## src/rtl/ssram_arb_pkg.sv

```systemverilog
// Shared constants for the two-port synchronous SRAM arbiter.
package ssram_arb_pkg;

  localparam int PRIO_RR      = 0;
  localparam int PRIO_FIXED   = 1;
  localparam int MAX_WAIT_DEF = 8;
  localparam int WAIT_W       = 8;

  typedef enum logic {
    PORT0 = 1'b0,
    PORT1 = 1'b1
  } port_e;

endpackage

```

## src/rtl/arb2_rr.sv

```systemverilog
// Two-requester round-robin grant; on a conflict the loser of the previous conflict wins.
module arb2_rr
  import ssram_arb_pkg::*;
(
  input  logic       clk_i,
  input  logic       rst_ni,
  input  logic [1:0] req_i,
  output logic [1:0] gnt_o
);

  port_e last_q, last_d;

  always_comb begin
    gnt_o  = 2'b00;
    last_d = last_q;
    case (req_i)
      2'b01: gnt_o = 2'b01;
      2'b10: gnt_o = 2'b10;
      2'b11: begin
        // last_winner only moves on conflict cycles
        if (last_q == PORT1) begin
          gnt_o  = 2'b01;
          last_d = PORT0;
        end else begin
          gnt_o  = 2'b10;
          last_d = PORT1;
        end
      end
      default: gnt_o = 2'b00;
    endcase
  end

  always_ff @(posedge clk_i or negedge rst_ni) begin
    if (!rst_ni) begin
      last_q <= PORT1;
    end else begin
      last_q <= last_d;
    end
  end

endmodule

```

## src/rtl/ssram_arbiter.sv

```systemverilog
// Two-port arbiter in front of a single-cycle synchronous SRAM with byte enables.
// Grants are combinational; read data returns one cycle after a granted read.
module ssram_arbiter
  import ssram_arb_pkg::*;
#(
  parameter int AW        = 12,
  parameter int PRIO_MODE = PRIO_RR,
  parameter int MAX_WAIT  = MAX_WAIT_DEF
) (
  input  logic          HCLK,
  input  logic          HRESETn,
  input  logic          p0_req,
  input  logic          p0_we,
  input  logic [3:0]    p0_be,
  input  logic [AW-1:0] p0_addr,
  input  logic [31:0]   p0_wdata,
  output logic          p0_gnt,
  output logic          p0_rvalid,
  output logic [31:0]   p0_rdata,
  input  logic          p1_req,
  input  logic          p1_we,
  input  logic [3:0]    p1_be,
  input  logic [AW-1:0] p1_addr,
  input  logic [31:0]   p1_wdata,
  output logic          p1_gnt,
  output logic          p1_rvalid,
  output logic [31:0]   p1_rdata,
  output logic [3:0]    sram_enb,
  output logic [3:0]    sram_wb,
  output logic [AW-1:0] sram_addr,
  output logic [31:0]   sram_din,
  input  logic [31:0]   sram_dout
);

  localparam logic [WAIT_W-1:0] MAX_WAIT_C = WAIT_W'(MAX_WAIT);

  logic [1:0]        req;
  logic [1:0]        rr_gnt;
  logic [1:0]        gnt;
  logic [WAIT_W-1:0] wait_q, wait_d;
  logic              rd_pending_q, rd_pending_d;
  port_e             rd_owner_q, rd_owner_d;

  port_e             sel;
  logic              any_gnt;
  logic              sel_we;
  logic [3:0]        sel_be;
  logic [AW-1:0]     sel_addr;
  logic [31:0]       sel_wdata;

  assign req = {p1_req, p0_req};

  arb2_rr u_arb2_rr (
    .clk_i  (HCLK),
    .rst_ni (HRESETn),
    .req_i  (req),
    .gnt_o  (rr_gnt)
  );

  always_comb begin
    gnt    = 2'b00;
    wait_d = wait_q;
    if (PRIO_MODE == PRIO_FIXED) begin
      // port 1 is forced through once it has been starved MAX_WAIT times
      if (&req) begin
        gnt = (wait_q == MAX_WAIT_C) ? 2'b10 : 2'b01;
      end else begin
        gnt = req;
      end
      if (gnt[1]) begin
        wait_d = '0;
      end else if (req[1]) begin
        wait_d = wait_q + 1'b1;
      end
    end else begin
      gnt    = rr_gnt;
      wait_d = '0;
    end
    if (!HRESETn) begin
      gnt = 2'b00;
    end
  end

  assign p0_gnt = gnt[0];
  assign p1_gnt = gnt[1];

  always_comb begin
    any_gnt   = |gnt;
    sel       = gnt[1] ? PORT1 : PORT0;
    sel_we    = gnt[1] ? p1_we    : p0_we;
    sel_be    = gnt[1] ? p1_be    : p0_be;
    sel_addr  = gnt[1] ? p1_addr  : p0_addr;
    sel_wdata = gnt[1] ? p1_wdata : p0_wdata;

    sram_enb  = 4'h0;
    sram_wb   = 4'h0;
    sram_addr = '0;
    sram_din  = 32'h0;
    if (any_gnt) begin
      sram_enb  = sel_be;
      sram_wb   = sel_we ? sel_be : 4'h0;
      sram_addr = sel_addr;
      sram_din  = sel_wdata;
    end

    // a zero byte-enable read occupies the slot but never returns data
    rd_pending_d = any_gnt && !sel_we && (|sel_be);
    rd_owner_d   = rd_pending_d ? sel : rd_owner_q;
  end

  always_ff @(posedge HCLK or negedge HRESETn) begin
    if (!HRESETn) begin
      wait_q       <= '0;
      rd_pending_q <= 1'b0;
      rd_owner_q   <= PORT0;
    end else begin
      wait_q       <= wait_d;
      rd_pending_q <= rd_pending_d;
      rd_owner_q   <= rd_owner_d;
    end
  end

  assign p0_rvalid = rd_pending_q && (rd_owner_q == PORT0);
  assign p1_rvalid = rd_pending_q && (rd_owner_q == PORT1);
  assign p0_rdata  = sram_dout;
  assign p1_rdata  = sram_dout;

endmodule
```

## config.mk

```make
export PLATFORM = sky130hd
export DESIGN_NAME = ssram_arbiter
export DESIGN_NICKNAME = d
export VERILOG_FILES = /design/src/rtl/ssram_arb_pkg.sv /design/src/rtl/arb2_rr.sv /design/src/rtl/ssram_arbiter.sv
export SDC_FILE = /design/constraint.sdc
export NUM_CORES = 1
export LEC_CHECK = 0
export ABC_AREA = 1
export CAP_MARGIN = 20
export CORE_AREA = 2 2 99 101
export CTS_CLUSTER_SIZE = 20
export DETAILED_ROUTE_END_ITERATION = 6
export DIE_AREA = 0 0 101 103
export GPL_TIMING_DRIVEN = 0
export HOLD_SLACK_MARGIN = 0.12
export PLACE_DENSITY = 0.66
export SYNTH_ARGS = -nofsm -noshare
export SYNTH_HDL_FRONTEND = slang
export SYNTH_SLANG_ARGS = --single-unit
```

## constraint.sdc

```tcl
create_clock -name HCLK -period 1.65 [get_ports HCLK]
set_clock_uncertainty 0.05 [all_clocks]
set_input_delay 0.33 -clock HCLK [delete_from_list [all_inputs] [get_ports HCLK]]
set_output_delay 0.33 -clock HCLK [all_outputs]
set_load 0.03 [all_outputs]
```

# Yosys cells after proc, flatten, opt, wreduce, memory -nomap -nowiden
# Index checks and enable logic that the tools add are counted.
# W data, S select, Z words.
dict set report word_totals {
  register_bits 3
  elab_cells 28
}
dict set report classes {
  reduce_logical 7
  n_bitwise 1
  muxes 14
  n_eq_ne 3
}
# cell count
set op_table {}
lappend op_table {{$mux W32} 2}
lappend op_table {{$mux W12} 2}
lappend op_table {{$mux W4} 4}
lappend op_table {{$pmux W2 S3} 1}
lappend op_table {{$eq A2 B2 Y1 const B} 2}
lappend op_table {{$logic_and A1 B1 Y1} 4}
lappend op_table {{$mux W2} 2}
lappend op_table {{$reduce_or A4 Y1} 1}
lappend op_table {{$mux W1} 3}
lappend op_table {{$eq A2 B1 Y1 const B} 1}
lappend op_table {{$reduce_or A2 Y1} 1}
lappend op_table {{$logic_not A1 Y1} 1}
lappend op_table {{$not A1 Y1} 1}

# Logic depth before layout (Yosys ltp)
dict set report logic_depth {
  depth_word 7
  ltp_mapped 10
  mapped_depth_nobuf 10
}

# By module
# A second synthesis with hierarchy kept.
dict set report unflattened {
  cells_unflattened 269
  hier_area_um2 1620.3
}
# module cells_each instances area_per_inst_um2
set by_module_without_submodules {}
lappend by_module_without_submodules {ssram_arbiter 259 1 1557.7}
lappend by_module_without_submodules {arb2_rr 10 1 62.6}

# Least setup slack after synthesis
# No wires, ideal clock.
dict set report synth_timing {
  path_kind {reg2out}
  from {register u_arb2_rr.last_q}
  to {output sram_wb[1]}
  path_stages_with_launch 6
  arrival_ns 1.750
  n_path_buf 1
  path_slack_ns -0.480
  path_cell_list {dfstp_2 -> inv_1 -> a21boi_1 -> a21oi_4 -> buf_2 -> nor3_1}
}
dict set report synth_via {
  elab_chain_len 6
}
# item line
set synth_lines {}
lappend synth_lines {{start: declaration} arb2_rr.sv:11} ;# port_e last_q, last_d;
lappend synth_lines {{start signal: assignment} arb2_rr.sv:37} ;# last_q <= last_d;
lappend synth_lines {{$mux W2 *} arb2_rr.sv:21} ;# if (last_q == PORT1) begin
lappend synth_lines {{$pmux W2 S3 *} arb2_rr.sv:16} ;# case (req_i)
lappend synth_lines {{$mux W2 *} ssram_arbiter.sv:79} ;# if (!HRESETn) begin
lappend synth_lines {{$mux W4 / $mux W1 (equally long branches)} {ssram_arbiter.sv:91, ssram_arbiter.sv:90}}
lappend synth_lines {{$mux W4} ssram_arbiter.sv:101} ;# sram_wb = sel_we ? sel_be : 4'h0;
lappend synth_lines {{$mux W4 *} ssram_arbiter.sv:99} ;# if (any_gnt) begin
lappend synth_lines {{end: declaration} ssram_arbiter.sv:29} ;# output logic [3:0] sram_wb,
# Every way passes the cells marked *; elsewhere a longest branch is shown, timed or not.

# Final worst setup path
dict set report layout_timing {
  from {register u_arb2_rr.last_q}
  to {output sram_din[1]}
}
dict set report layout_via {
  elab_chain_len 5
}
# item line
set layout_lines {}
lappend layout_lines {{$mux W2 *} arb2_rr.sv:21}
lappend layout_lines {{$pmux W2 S3 *} arb2_rr.sv:16}
lappend layout_lines {{$mux W2 *} ssram_arbiter.sv:79}
lappend layout_lines {{$mux W32 / $reduce_or A2 Y1 (equally long branches)} {ssram_arbiter.sv:93, ssram_arbiter.sv:88}}
lappend layout_lines {{$mux W32 *} ssram_arbiter.sv:99}
lappend layout_lines {{end: declaration} ssram_arbiter.sv:31} ;# output logic [31:0] sram_din,
# Marks and branches as above.

==> results.py <==
metrics = {
    "routing": {
        "remaining_drc_errors": 0,
        "first_iter_violations": 27,
        "finalWirelength_mm": 7.74,
        "final_antenna_net_count": 0,
        "wl_per_cell_um": 12.5,
        "via_per_inst": 4.06,
        "num_vias": 2517,
        "firstDrtPassIters": 4,
    },
    "pwr": {
        "p_leak_nw": 2.04,
        "ir_worst_vdd_v": 0.000218,
        "total_power_mw": 2.83,
        "power_density_nw_per_um2": 608,
    },
    "floorplan": {
        "ios": 254,
        "die_height_um": 103,
        "die_area_sq_um": 10400,
        "start_util_pct": 15.5,
        "die_width_um": 101,
        "coreArea_sq_um": 9460,
        "num_rows": 36,
    },
    "grt": {
        "grtUsageTotal_pct": 12.8,
        "grt_max_degree": 11,
        "grt_pass1_vias": 2337,
        "grt_pass1_wl_mm": 10.7,
        "grt_antenna_before_repair": 0,
        "grt_overflow": 0,
    },
    "clock_tree": {
        "clockBufferDepth": 2,
        "cts_buffers": 3,
        "htree_levels": 1,
        "clockRootBuffer": "clkbuf_8",
        "clk_pin_slew_worst_paths_ns": 0.03,
        "numClockSinks": 3,
        "cts_tree": "done",
        "clock_latency_ns": 0.22,
    },
    "logic_synthesis": {
        "yosysWarnings": 0,
        "synth_top_cells_by_area": "buf_4 33%, nand2_1 27%, a21oi_1 15%",
        "async_reset_ff_share_pct": 100,
        "yosys.area.top_type": "buf_4",
        "yosysSeqAreaShare_pct": 5.21,
        "synth_area_sq_um": 1460,
        "yosys-top-cells-count": "105 x nand2_1, 64 x buf_4, 44 x a21oi_1",
        "ys_ff_latch": 3,
        "synthCells": 266,
        "synth.distinct_cells": 19,
        "synth_edf_count": 0,
        "synth_top_area_share_pct": 32.8,
        "synth.avg_cell_area_sq_um": 5.50,
        "yosysMostFrequentCell": "nand2_1",
        "syn_nets": 400,
        "synth_flop_cell": "dfrtp_1",
    },
    "worst_setup_path": {
        "cp-end-kind": "primary output",
        "critPathKind": "reg2out",
        "arrival_ns": 1.69,
        "cp-startpoint": "u_arb2_rr.last_q$_DFFE_PN1N_",
        "critPathMaxFanout": 10,
        "required_ns": 1.27,
        "timing.rr.start": "u_arb2_rr.last_q$_DFFE_PN1N_",
        "r2r_slack_ns": 0.06,
        "cp-start-kind": "flop",
    },
    "timing": {
        "hold_violations": 0,
        "slew_viol_final": 0,
        "timing.setup.tns_ns": -20.96,
        "rsz0062_at_grt": "yes",
        "clock.fmax_mhz": 482,
        "finalCriticalPeriod_ns": 2.07,
        "finalSetupViolCount": 54,
        "relSlewSlack_pct": 78.0,
        "setup_ws_ns": -0.424,
        "worst_pin_slew_ns": 0.329,
        "fin_crit_sh_pct": 126,
    },
    "hold_path": {
        "hp-class": "in2async",
    },
    "layout": {
        "diodes": 0,
        "area_growth_pct": 218,
        "multi_input_area_sq_um": 1160,
        "n_fill_cell": 921,
        "regArea_sq_um": 76.3,
        "fin_util_pct": 49.2,
        "final_nets": 641,
        "layout-drive-gt1-share_pct": 42.9,
    },
    "placed_design": {
        "hpwl_mm": 6.07,
        "portBuffers": 221,
        "routabilityCongestion": 0.770,
    },
    "outcome": {
        "status": "finished with violations",
        "violations": "setup timing",
    },
    "run": {
        "drv_cap": 0,
    },
}
[per-stage QoR]
step / worst slack, ns / std cells / hold slack, ns / instance area [sq um]
finish: -0.424 / 620 / 0.161 / 4650
floorplan: -0.129 / 266 / -0.0156 / 1750
CTS: -0.461 / 618 / 0.161 / 4540
global route: -0.484 / 620 / 0.167 / 4650
global placement: -1.36 / 601 / 0.437 / 4110
detailed placement: -1.37 / 601 / 0.452 / 4110
[report_power, final]
part           total [mW]  internal, mW  switching (mW)
sequential          0.138         0.109          0.0284
combinational        2.47          1.21            1.26
clock               0.222         0.165          0.0569
[path summary, 6_finish.rpt]
path | end | cells past startpoint
hold reg to reg | rd_owner_q$_DFFE_PN0P_ | 2
setup / recovery | sram_din[1] | 7
min in group HCLK | rd_owner_q$_DFFE_PN0P_ | 2
max in group asynchronous | rd_owner_q$_DFFE_PN0P_ | 2
setup reg to reg | rd_owner_q$_DFFE_PN0P_ | 9
hold / removal | u_arb2_rr.last_q$_DFFE_PN1N_ | 1
[state kept, by name, indices dropped and copies added (netlist names)]
| register | count |
|---|---|
| rd_owner_q | 1 |
| rd_pending_q | 1 |
| u_arb2_rr.last_q | 1 |
[cell families after synthesis]
kind of cell / share of synthesized area, %
buffers and inverters: 43.7
xor gates and xnor gates: 0.598
DFF: 5.21
AOI/OAI and AO/OA: 17.3
and+or+nand+nor: 33.2
[layout by cell type, fill, tap and decap left out, types with 2 or more instances in the layout]
cell type        Yosys  layout
dfrtp_1              2       2
buf_12               0       8
nand3_1              5       5
inv_2                2       4
a21oi_4              1      21
buf_4               64      74
nor2_1               8       4
clkdlybuf4s50_1      0     162
buf_8                0       2
buf_6                6      61
nor2_2               0       4
clkbuf_8             0       3
dlygate4sd2_1        0       4
nand2_4              1       2
a21oi_2              0      24
nor3_4               0       4
inv_1                9       6
nand2_1            105     102
[routing by layer]
layer | share of wire [%] | global-route usage, % | vias up
li1 | - | - | 1247
met1 | 36 | 14.3 | 1137
met3 | 7.9 | 2.64 | 5
met5 | 0 | 0 | -
met4 | 0.96 | 3.95 | 0
met2 | 55 | 24.5 | 128
[worst max-delay path, stage by stage, from the launching register on]
cell and delay (ns):
dfstp_2 0.56, inv_2 0.06, a21boi_4 0.17, a21oi_4 0.08
buf_12 0.16, buf_12 0.15, a21oi_2 0.13, buf_6 0.15
[layout make-up]
class	count	area share (%)
Timing Repair Buffer	236	52.7
Multi-Input combinational cell	172	25.0
Buffer	79	15.4
Tap cell	114	3.07
Sequential cell	3	1.64
Inverter	12	1.29
Clock buffer	4	0.969
[repair_timing]
item,in CTS,in global routing
hold buffers,1,0
setup buffers,11,1
cloned,1,1
endpoints found under the hold margin,2,0
setup endpoints to repair,58,55
pin swaps,1,6
resized for setup,425,13
Note: power is estimated with default switching activity, not from simulation.
